File: config.mk
export PLATFORM = sky130hd
export DESIGN_NAME = vinsn_dispatch_queue_flat
export DESIGN_NICKNAME = d
export VERILOG_FILES = /design/src/rtl/vinsn_dispatch_queue_if.sv /design/src/rtl/vinsn_dispatch_queue.sv /design/src/flat_wrapper.sv
export SDC_FILE = /design/constraint.sdc
export NUM_CORES = 1
export LEC_CHECK = 0
export CAP_MARGIN = 20
export CORE_ASPECT_RATIO = 1.5
export CORE_MARGIN = 2
export CORE_UTILIZATION = 35
export DETAILED_ROUTE_END_ITERATION = 8
export GPL_TIMING_DRIVEN = 0
export PLACE_DENSITY = 0.65
export SLEW_MARGIN = 25
export SYNTH_ARGS = -nofsm -noshare
export SYNTH_HDL_FRONTEND = slang
export SYNTH_SLANG_ARGS = --single-unit
File: constraint.sdc
create_clock -name clk_i -period 7.9 [get_ports clk_i]
set_input_delay 1.975 -clock clk_i [delete_from_list [all_inputs] [get_ports clk_i]]
set_output_delay 1.975 -clock clk_i [all_outputs]
set_load 0.005 [all_outputs]
File: src/rtl/vinsn_dispatch_queue_if.sv
// Request types and helper decoders shared by the dispatch queue and its neighbours,
// plus the handshake bundle between decoder, VFUs and operand requester.
package vinsn_dispatch_pkg;
  localparam int unsigned NrVFU = 4;

  typedef struct packed {
    logic [3:0]  vop;
    logic [1:0]  vew;
    logic [7:0]  vlB;
    logic [1:0]  use_vs;
    logic [15:0] scalar_op;
    logic [3:0]  insn_id;
    logic [4:0]  vd;
    logic [4:0]  vs1;
    logic [4:0]  vs2;
  } issue_req_t;

  typedef struct packed {
    logic [3:0]  vop;
    logic [1:0]  vew;
    logic [7:0]  vlB;
    logic [1:0]  use_vs;
    logic [15:0] scalar_op;
    logic [3:0]  insn_id;
    logic [7:0]  waddr;
  } vfu_req_t;

  typedef struct packed {
    logic [4:0] vs1;
    logic [4:0] vs2;
    logic [7:0] vlB;
    logic [2:0] queue_req;
  } op_req_t;

  // Opcode space is split in four contiguous groups: ALU, MFPU, load, store.
  function automatic logic [1:0] GetVFUByVOp(input logic [3:0] vop);
    return vop[3:2];
  endfunction

  function automatic logic [7:0] GetVRFAddr(input logic [4:0] vd);
    return {vd, 3'b000};
  endfunction

  // Bit 2 selects the store-data queue, bits 1:0 the vs2/vs1 read queues.
  function automatic logic [2:0] GetOpQueue(input logic [3:0] vop, input logic [1:0] use_vs);
    return {(vop[3:2] == 2'd3), use_vs};
  endfunction
endpackage

interface vinsn_dispatch_queue_if;
  import vinsn_dispatch_pkg::*;

  logic             issue_req_valid_i;
  logic             issue_req_ready_o;
  issue_req_t       issue_req_i;
  logic [NrVFU-1:0] vfu_req_valid_o;
  logic [NrVFU-1:0] vfu_req_ready_i;
  vfu_req_t         vfu_req_o;
  logic             op_req_valid_o;
  logic             op_req_ready_i;
  op_req_t          op_req_o;

  modport master (
    output issue_req_valid_i, issue_req_i, vfu_req_ready_i, op_req_ready_i,
    input  issue_req_ready_o, vfu_req_valid_o, vfu_req_o, op_req_valid_o, op_req_o
  );

  modport slave (
    input  issue_req_valid_i, issue_req_i, vfu_req_ready_i, op_req_ready_i,
    output issue_req_ready_o, vfu_req_valid_o, vfu_req_o, op_req_valid_o, op_req_o
  );
endinterface

File: src/rtl/vinsn_dispatch_queue.sv
// Circular queue launching each decoded instruction once to its VFU and once to the operand
// requester; 1-cycle latency, intake independent of downstream ready. VINSN_DISPATCH_BYPASS_EN adds an empty-queue bypass.
module vinsn_dispatch_queue
  import vinsn_dispatch_pkg::*;
#(
  parameter int unsigned QueueDepth = 4,
  parameter int unsigned CntW       = $clog2(QueueDepth + 1)
) (
  input  logic                  clk_i,
  input  logic                  rst_ni,
  vinsn_dispatch_queue_if.slave dq,
  input  logic                  flush_i,
  output logic [CntW-1:0]       occupancy_o
);
  localparam int unsigned PtrW = $clog2(QueueDepth);

  issue_req_t            mem_q [QueueDepth];
  issue_req_t            mem_d [QueueDepth];
  logic [QueueDepth-1:0] vfu_sent_q, vfu_sent_d;
  logic [QueueDepth-1:0] op_sent_q, op_sent_d;
  logic [PtrW-1:0]       wr_ptr_q, wr_ptr_d;
  logic [PtrW-1:0]       rd_ptr_q, rd_ptr_d;
  logic [CntW-1:0]       count_q, count_d;

  issue_req_t sel;
  logic       sel_vld, sel_vfu_sent, sel_op_sent;
  logic       queued, byp;
  logic [1:0] tgt;
  logic       vfu_vld, op_vld, vfu_hs, op_hs;
  logic       push, store, pop;

  function automatic logic [PtrW-1:0] next_ptr(input logic [PtrW-1:0] p);
    return (p == PtrW'(QueueDepth - 1)) ? '0 : p + PtrW'(1);
  endfunction

  assign dq.issue_req_ready_o = (count_q < CntW'(QueueDepth)) && !flush_i;

  always_comb begin
    queued       = (count_q != '0);
    sel          = mem_q[rd_ptr_q];
    sel_vld      = queued;
    sel_vfu_sent = vfu_sent_q[rd_ptr_q];
    sel_op_sent  = op_sent_q[rd_ptr_q];
    byp          = 1'b0;
`ifdef VINSN_DISPATCH_BYPASS_EN
    // Empty queue: present the incoming request directly, as if it were a fresh head.
    if (!queued && !flush_i && dq.issue_req_valid_i) begin
      byp          = 1'b1;
      sel          = dq.issue_req_i;
      sel_vld      = 1'b1;
      sel_vfu_sent = 1'b0;
      sel_op_sent  = 1'b0;
    end
`endif
    tgt     = GetVFUByVOp(sel.vop);
    vfu_vld = sel_vld && !sel_vfu_sent;
    op_vld  = sel_vld && !sel_op_sent;
    vfu_hs  = vfu_vld && dq.vfu_req_ready_i[tgt];
    op_hs   = op_vld && dq.op_req_ready_i;
    push    = dq.issue_req_valid_i && dq.issue_req_ready_o;
    store   = push && !(byp && vfu_hs && op_hs);
    pop     = queued && (sel_vfu_sent || vfu_hs) && (sel_op_sent || op_hs);
  end

  always_comb begin
    mem_d      = mem_q;
    vfu_sent_d = vfu_sent_q;
    op_sent_d  = op_sent_q;
    wr_ptr_d   = wr_ptr_q;
    rd_ptr_d   = rd_ptr_q;
    count_d    = count_q;
    if (flush_i) begin
      vfu_sent_d = '0;
      op_sent_d  = '0;
      wr_ptr_d   = '0;
      rd_ptr_d   = '0;
      count_d    = '0;
    end else begin
      if (queued && vfu_hs) vfu_sent_d[rd_ptr_q] = 1'b1;
      if (queued && op_hs)  op_sent_d[rd_ptr_q]  = 1'b1;
      if (pop) begin
        vfu_sent_d[rd_ptr_q] = 1'b0;
        op_sent_d[rd_ptr_q]  = 1'b0;
        rd_ptr_d             = next_ptr(rd_ptr_q);
      end
      // Push and pop never share a slot: push needs a non-full queue, pop a non-empty one.
      if (store) begin
        mem_d[wr_ptr_q]      = dq.issue_req_i;
        vfu_sent_d[wr_ptr_q] = byp && vfu_hs;
        op_sent_d[wr_ptr_q]  = byp && op_hs;
        wr_ptr_d             = next_ptr(wr_ptr_q);
      end
      count_d = count_q + CntW'(store) - CntW'(pop);
    end
  end

  always_ff @(posedge clk_i or negedge rst_ni) begin
    if (!rst_ni) begin
      vfu_sent_q <= '0;
      op_sent_q  <= '0;
      wr_ptr_q   <= '0;
      rd_ptr_q   <= '0;
      count_q    <= '0;
    end else begin
      vfu_sent_q <= vfu_sent_d;
      op_sent_q  <= op_sent_d;
      wr_ptr_q   <= wr_ptr_d;
      rd_ptr_q   <= rd_ptr_d;
      count_q    <= count_d;
    end
  end

  always_ff @(posedge clk_i) begin
    mem_q <= mem_d;
  end

  assign dq.vfu_req_valid_o = vfu_vld ? (NrVFU'(1) << tgt) : '0;
  assign dq.op_req_valid_o  = op_vld;

  assign dq.vfu_req_o = '{vop:       sel.vop,
                          vew:       sel.vew,
                          vlB:       sel.vlB,
                          use_vs:    sel.use_vs,
                          scalar_op: sel.scalar_op,
                          insn_id:   sel.insn_id,
                          waddr:     GetVRFAddr(sel.vd)};

  assign dq.op_req_o = '{vs1:       sel.vs1,
                         vs2:       sel.vs2,
                         vlB:       sel.vlB,
                         queue_req: GetOpQueue(sel.vop, sel.use_vs)};

  assign occupancy_o = count_q;
endmodule
File: src/flat_wrapper.sv
// flat-port wrapper written by rule: the top's interface ports become plain ports
module vinsn_dispatch_queue_flat import vinsn_dispatch_pkg::*;
#(
  parameter int unsigned QueueDepth = 4,
  parameter int unsigned CntW       = $clog2(QueueDepth + 1)
)
  (clk_i, rst_ni, flush_i, occupancy_o, dq_issue_req_valid_i, dq_issue_req_i, dq_vfu_req_ready_i, dq_op_req_ready_i, dq_issue_req_ready_o, dq_vfu_req_valid_o, dq_vfu_req_o, dq_op_req_valid_o, dq_op_req_o);
  vinsn_dispatch_queue_if dq_i ();
  input  logic clk_i;
  input  logic rst_ni;
  input  logic flush_i;
  output logic [CntW-1:0] occupancy_o;
  input wire logic [$bits(dq_i.issue_req_valid_i)-1:0] dq_issue_req_valid_i;
  input wire logic [$bits(dq_i.issue_req_i)-1:0] dq_issue_req_i;
  input wire logic [$bits(dq_i.vfu_req_ready_i)-1:0] dq_vfu_req_ready_i;
  input wire logic [$bits(dq_i.op_req_ready_i)-1:0] dq_op_req_ready_i;
  output wire logic [$bits(dq_i.issue_req_ready_o)-1:0] dq_issue_req_ready_o;
  output wire logic [$bits(dq_i.vfu_req_valid_o)-1:0] dq_vfu_req_valid_o;
  output wire logic [$bits(dq_i.vfu_req_o)-1:0] dq_vfu_req_o;
  output wire logic [$bits(dq_i.op_req_valid_o)-1:0] dq_op_req_valid_o;
  output wire logic [$bits(dq_i.op_req_o)-1:0] dq_op_req_o;
  assign dq_i.issue_req_valid_i = dq_issue_req_valid_i;
  assign dq_i.issue_req_i = dq_issue_req_i;
  assign dq_i.vfu_req_ready_i = dq_vfu_req_ready_i;
  assign dq_i.op_req_ready_i = dq_op_req_ready_i;
  assign dq_issue_req_ready_o = dq_i.issue_req_ready_o;
  assign dq_vfu_req_valid_o = dq_i.vfu_req_valid_o;
  assign dq_vfu_req_o = dq_i.vfu_req_o;
  assign dq_op_req_valid_o = dq_i.op_req_valid_o;
  assign dq_op_req_o = dq_i.op_req_o;
  vinsn_dispatch_queue #(.QueueDepth(QueueDepth), .CntW(CntW)) u_core (.clk_i(clk_i), .rst_ni(rst_ni), .dq(dq_i), .flush_i(flush_i), .occupancy_o(occupancy_o));
endmodule
### Word level (Yosys, flattened, before mapping)

Index checks and enable logic that the tools add are counted.

* output and inout port bits: 74
* bits of input ports: 60
* word-level logic and storage cells: 127
* bits in registers: 219

* reductions and logical operators: 22
* bitwise operators: 11
* magnitude comparators: 9
* add/subtract/negate cells: 4
* eq/ne operators: 3
* shift-type cells: 1
* multiplexer cells: 36

Operators with widths (count)
* $bwmux W204: 1
* $mux W51: 3
* $bmux W51 S2: 1
* $demux W51 S2: 1
* $mux W4: 13
* $and A4 B4 Y4: 4
* $logic_and A1 B1 Y1: 13
* $mux W2: 6
* $lt A2 B3 Y1 const B: 3
* $not A4 Y4: 2
* $or A4 B4 Y4: 2
* $bmux W1 S2: 3
* $eq A2 B2 Y1 const B: 3
* $ge A3 B3 Y1 const B: 2
* $not A2 Y3: 2
* $mux W1: 5
* $add A2 B1 Y2 const B: 2
* $demux W1 S2: 2
* $ge A2 B1 Y1 const B: 2
* $reduce_bool A2 Y1: 2
* $shl A1 B2 Y4 const A: 1
* $add A3 B1 Y3: 1
* $logic_not A1 Y1: 3
* $lt A3 B1 Y1 const B: 1
* 7 further kinds: 8

### Logic depth before layout (Yosys ltp)

* word-level depth: 16
* gate-level depth with buffers: 12
* gate-level depth less buffers: 11

### Worst setup path before layout

Ideal clock, no wire load.

* path kind: input -> output
* from: in flush_i
* to: out dq_issue_req_ready_o
* arrival: 2.421 ns
* data required time: 5.925 ns
* buffers on the path: 1
* setup slack: 3.504 ns
* stages on the path: 2
* cell sequence: clkbuf_1 > nor2_1

* word-level cells in the longest chain between the ends: 2

Ends and longest elaborated chain
* start, declared: line flat_wrapper.sv:11 `input logic flush_i;`
* $logic_not A1 Y1: line vinsn_dispatch_queue.sv:36 `assign dq.issue_req_ready_o = (count_q < CntW'(QueueDepth)) && !flush_i;`
* $logic_and A1 B1 Y1: line vinsn_dispatch_queue.sv:36
* end, declared: line flat_wrapper.sv:17 `output wire logic [$bits(dq_i.issue_req_ready_o)-1:0] dq_issue_req_ready_o;`

No other way between the ends.

### Final worst setup path

Ends and elaborated chain as after synthesis.

==> results.sh <==
export IMPL_vias=4174
export IMPL_clock_sinks=219
export IMPL_setup_viol=0
export IMPL_hold_path_class="flop to flop"
export IMPL_yosysUniqueCellTypes=35
export IMPL_met3_usage_pct=2.06
export IMPL_hold_buffers=0
export IMPL_preCtsSetupSlack_ps=2760
export IMPL_power_density_mw_per_mm2=289
export IMPL_mostFrequentLayoutCells="204 x edfxtp_1, 129 x clkdlybuf4s50_1, 53 x mux4_2"
export IMPL_slew_headroom_pct=40.5
export IMPL_vias_per_cell=4.82
export IMPL_worst_ir_drop_vdd_v=0.000170
export IMPL_grt_pass1_wl_um=26400
export IMPL_required_ps=5930
export IMPL_track_usage_pct=13.6
export IMPL_die_area_mm2=0.0255
export IMPL_avgSynthCellArea_um2=22.5
export IMPL_crit_arrival_ps=3170
export IMPL_crit_fanout=8
export IMPL_synth_top_family_by_area="multiplexers"
export IMPL_ys_warn_count=0
export IMPL_holdPathStages=3
export IMPL_leakage_nw=3.52
export IMPL_setup_tns_ps=0
export IMPL_routabilityCongestion=0.758
export IMPL_grt_pass1_vias=4764
export IMPL_worst_setup_path_start_kind="primary input"
export IMPL_gr_total_overflow=0
export IMPL_busiest_layer="met2"
export IMPL_diodes=0
export IMPL_path_class="primary input to primary output"
export IMPL_period_needed_ps=5140
export IMPL_ys_flop_type="edfxtp_1"
export IMPL_htreeDepth=1
export IMPL_initial_core_util_pct=35.7
export IMPL_num_io_pins=134
export IMPL_die_h_um=195
export IMPL_wl_um=16900
export IMPL_grt_use_met2_pct=25.4
export IMPL_ys_seq_area_share_pct=76.7
export IMPL_cap_violations=0
export IMPL_grt_util_met1_pct=15.5
export IMPL_fmax_ghz=0.194
export IMPL_first_pass_iters=5
export IMPL_status="finished, final reports clean"
export IMPL_core_mm2=0.0237
export IMPL_synth_seq_cells=219
export IMPL_layout_drive_gt1_share_pct=21.8
export IMPL_hold_viol_final=0
export IMPL_tritoncts="done"
export IMPL_finalCritPeriodShare_pct=65.1
export IMPL_ant_nets=0
export IMPL_synthXorXnorAreaFrac_pct=0.207
export IMPL_wl_per_cell_um=19.6
export IMPL_end_kind="primary output"
export IMPL_syn_inst=377
export IMPL_clk_pin_slew_ps=60
export IMPL_cts_root_buf="clkbuf_16"
export IMPL_io_buffers=129
export IMPL_numCtsBuffers=21
export IMPL_nFillCells=1998
export IMPL_rsz0062_at_grt="no"
export IMPL_synth_async_sr_flop_share_pct=6.85
export IMPL_tightest_slew_ps=893
export IMPL_die_w_um=131
export IMPL_syn2layout_area_growth_pct=29.1
export IMPL_skew_ps=13.1
export IMPL_clk_latency_ps=490
export IMPL_cts_buffer_depth=3
export IMPL_fin_nets=606
export IMPL_grt_max_degree=29
export IMPL_ctsResizeCount=0
export IMPL_post_cts_buffers=0
export IMPL_reg2reg_depth=12
export IMPL_slew_violations=0
export IMPL_drt_iter0_drc=218
export IMPL_synthMuxAreaShare_pct=14.5
export IMPL_hpwl_um=11300
export IMPL_drc=0
export IMPL_yosys_area_share_simple_pct=1.95
export IMPL_synth_edf_count=204
export IMPL_layout_setup_ws_ps=2760
export IMPL_syn_area_mm2=0.00848
export IMPL_antenna_found_initial=0
export IMPL_synthAdderAreaFrac_pct=1.71
export IMPL_std_cell_rows=69
export IMPL_final_common_cell="edfxtp_1"
export IMPL_synth_compound_area_share_pct=2.63
==> cell families (layout without fill, tap and decap cells) <==
family          Yosys count  count (layout)
buf+inv                  35             203
mux                      56              56
simple gates             30              30
flops                   219             219
other cells               1               3
xor+xnor                  2               2
fa+ha+maj                11              11
compound gates           23              23
==> per-layer routing <==
layer / share of wire [%] / vias up
met5: 0 / -
met4: 2.9 / 0
met3: 4.5 / 40
met2: 55 / 108
met1: 37 / 2157
li1: - / 1869
==> power breakdown <==
group          switching, W  internal, W  leakage, nW
registers         0.0000236      0.00134         2.05
clock network      0.000407     0.000581        0.332
logic              0.000340     0.000470         1.13
total              0.000770      0.00239         3.52
==> worst max-delay path: stages <==
cell and delay [ps]:
clkbuf_1 230, nor2_1 380, clkdlybuf4s50_1 590
==> path summary, 6_finish.rpt <==
path | startpoint | to | slack (ps)
max reg2reg | u_core.rd_ptr_q[0]$_DFFE_PN0P_ | u_core.occupancy_o[2]$_DFF_PN0_ | 4570
max in group asynchronous | rst_ni | u_core.rd_ptr_q[1]$_DFFE_PN0P_ | 5550
min in group asynchronous | rst_ni | u_core.occupancy_o[2]$_DFF_PN0_ | 1900
min | u_core.wr_ptr_q[0]$_DFFE_PN0P_ | u_core.wr_ptr_q[0]$_DFFE_PN0P_ | 640
max | flush_i | dq_issue_req_ready_o | 2760
min reg2reg | u_core.wr_ptr_q[0]$_DFFE_PN0P_ | u_core.wr_ptr_q[0]$_DFFE_PN0P_ | 640
==> metrics by stage <==
stage	power [W]	util [%]	std cells	hold slack (ps)	cell area [µm²]
CTS	0.00322	46.1	866	632	10900
global placement	0.00219	42.9	827	582	10200
detailed placement	0.00222	43.3	831	620	10300
global route	0.00331	46.1	866	673	10900
finish	0.00316	46.1	866	642	10900
floorplan	0.00182	-	379	557	8480
==> flip-flops by register name, summed over array words and instances, names as in the netlist <==
name and cells:
u_core.rd_ptr_q 2, u_core.vfu_sent_q 4, u_core.wr_ptr_q 2, u_core.mem_q 204, u_core.occupancy_o 3, u_core.op_sent_q 4
==> cells in the mapped netlist, drive strengths merged, types with 2 or more instances <==
| master | instances | area (µm²) |
|---|---|---|
| edfxtp | 204 | 6130 |
| nor2 | 10 | 45.0 |
| o31ai | 3 | 22.5 |
| buf | 21 | 136 |
| ha | 10 | 125 |
| nor3 | 2 | 10.0 |
| clkbuf | 7 | 26.3 |
| inv | 7 | 26.3 |
| nand2 | 2 | 7.51 |
| and2 | 4 | 25.0 |
| a2111oi | 8 | 120 |
| mux4 | 53 | 1190 |
| dfrtp | 15 | 375 |
| mux2i | 3 | 37.5 |
| nor2b | 2 | 12.5 |
| and3 | 4 | 25.0 |
| a31oi | 4 | 25.0 |
| nand3 | 2 | 10.0 |
| a21oi | 5 | 25.0 |
==> cell type report <==
cell class / instances / area [µm²] / area share (%)
Multi-Input combinational cell: 125 / 1810 / 16.6
Sequential cell: 219 / 6500 / 59.4
Timing Repair Buffer: 133 / 1370 / 12.5
Tap cell: 319 / 399 / 3.65
Buffer: 28 / 163 / 1.49
Inverter: 7 / 26.3 / 0.240
Clock inverter: 13 / 139 / 1.27
Clock buffer: 22 / 529 / 4.84
No activity file was read; power rests on OpenSTA's default activity.
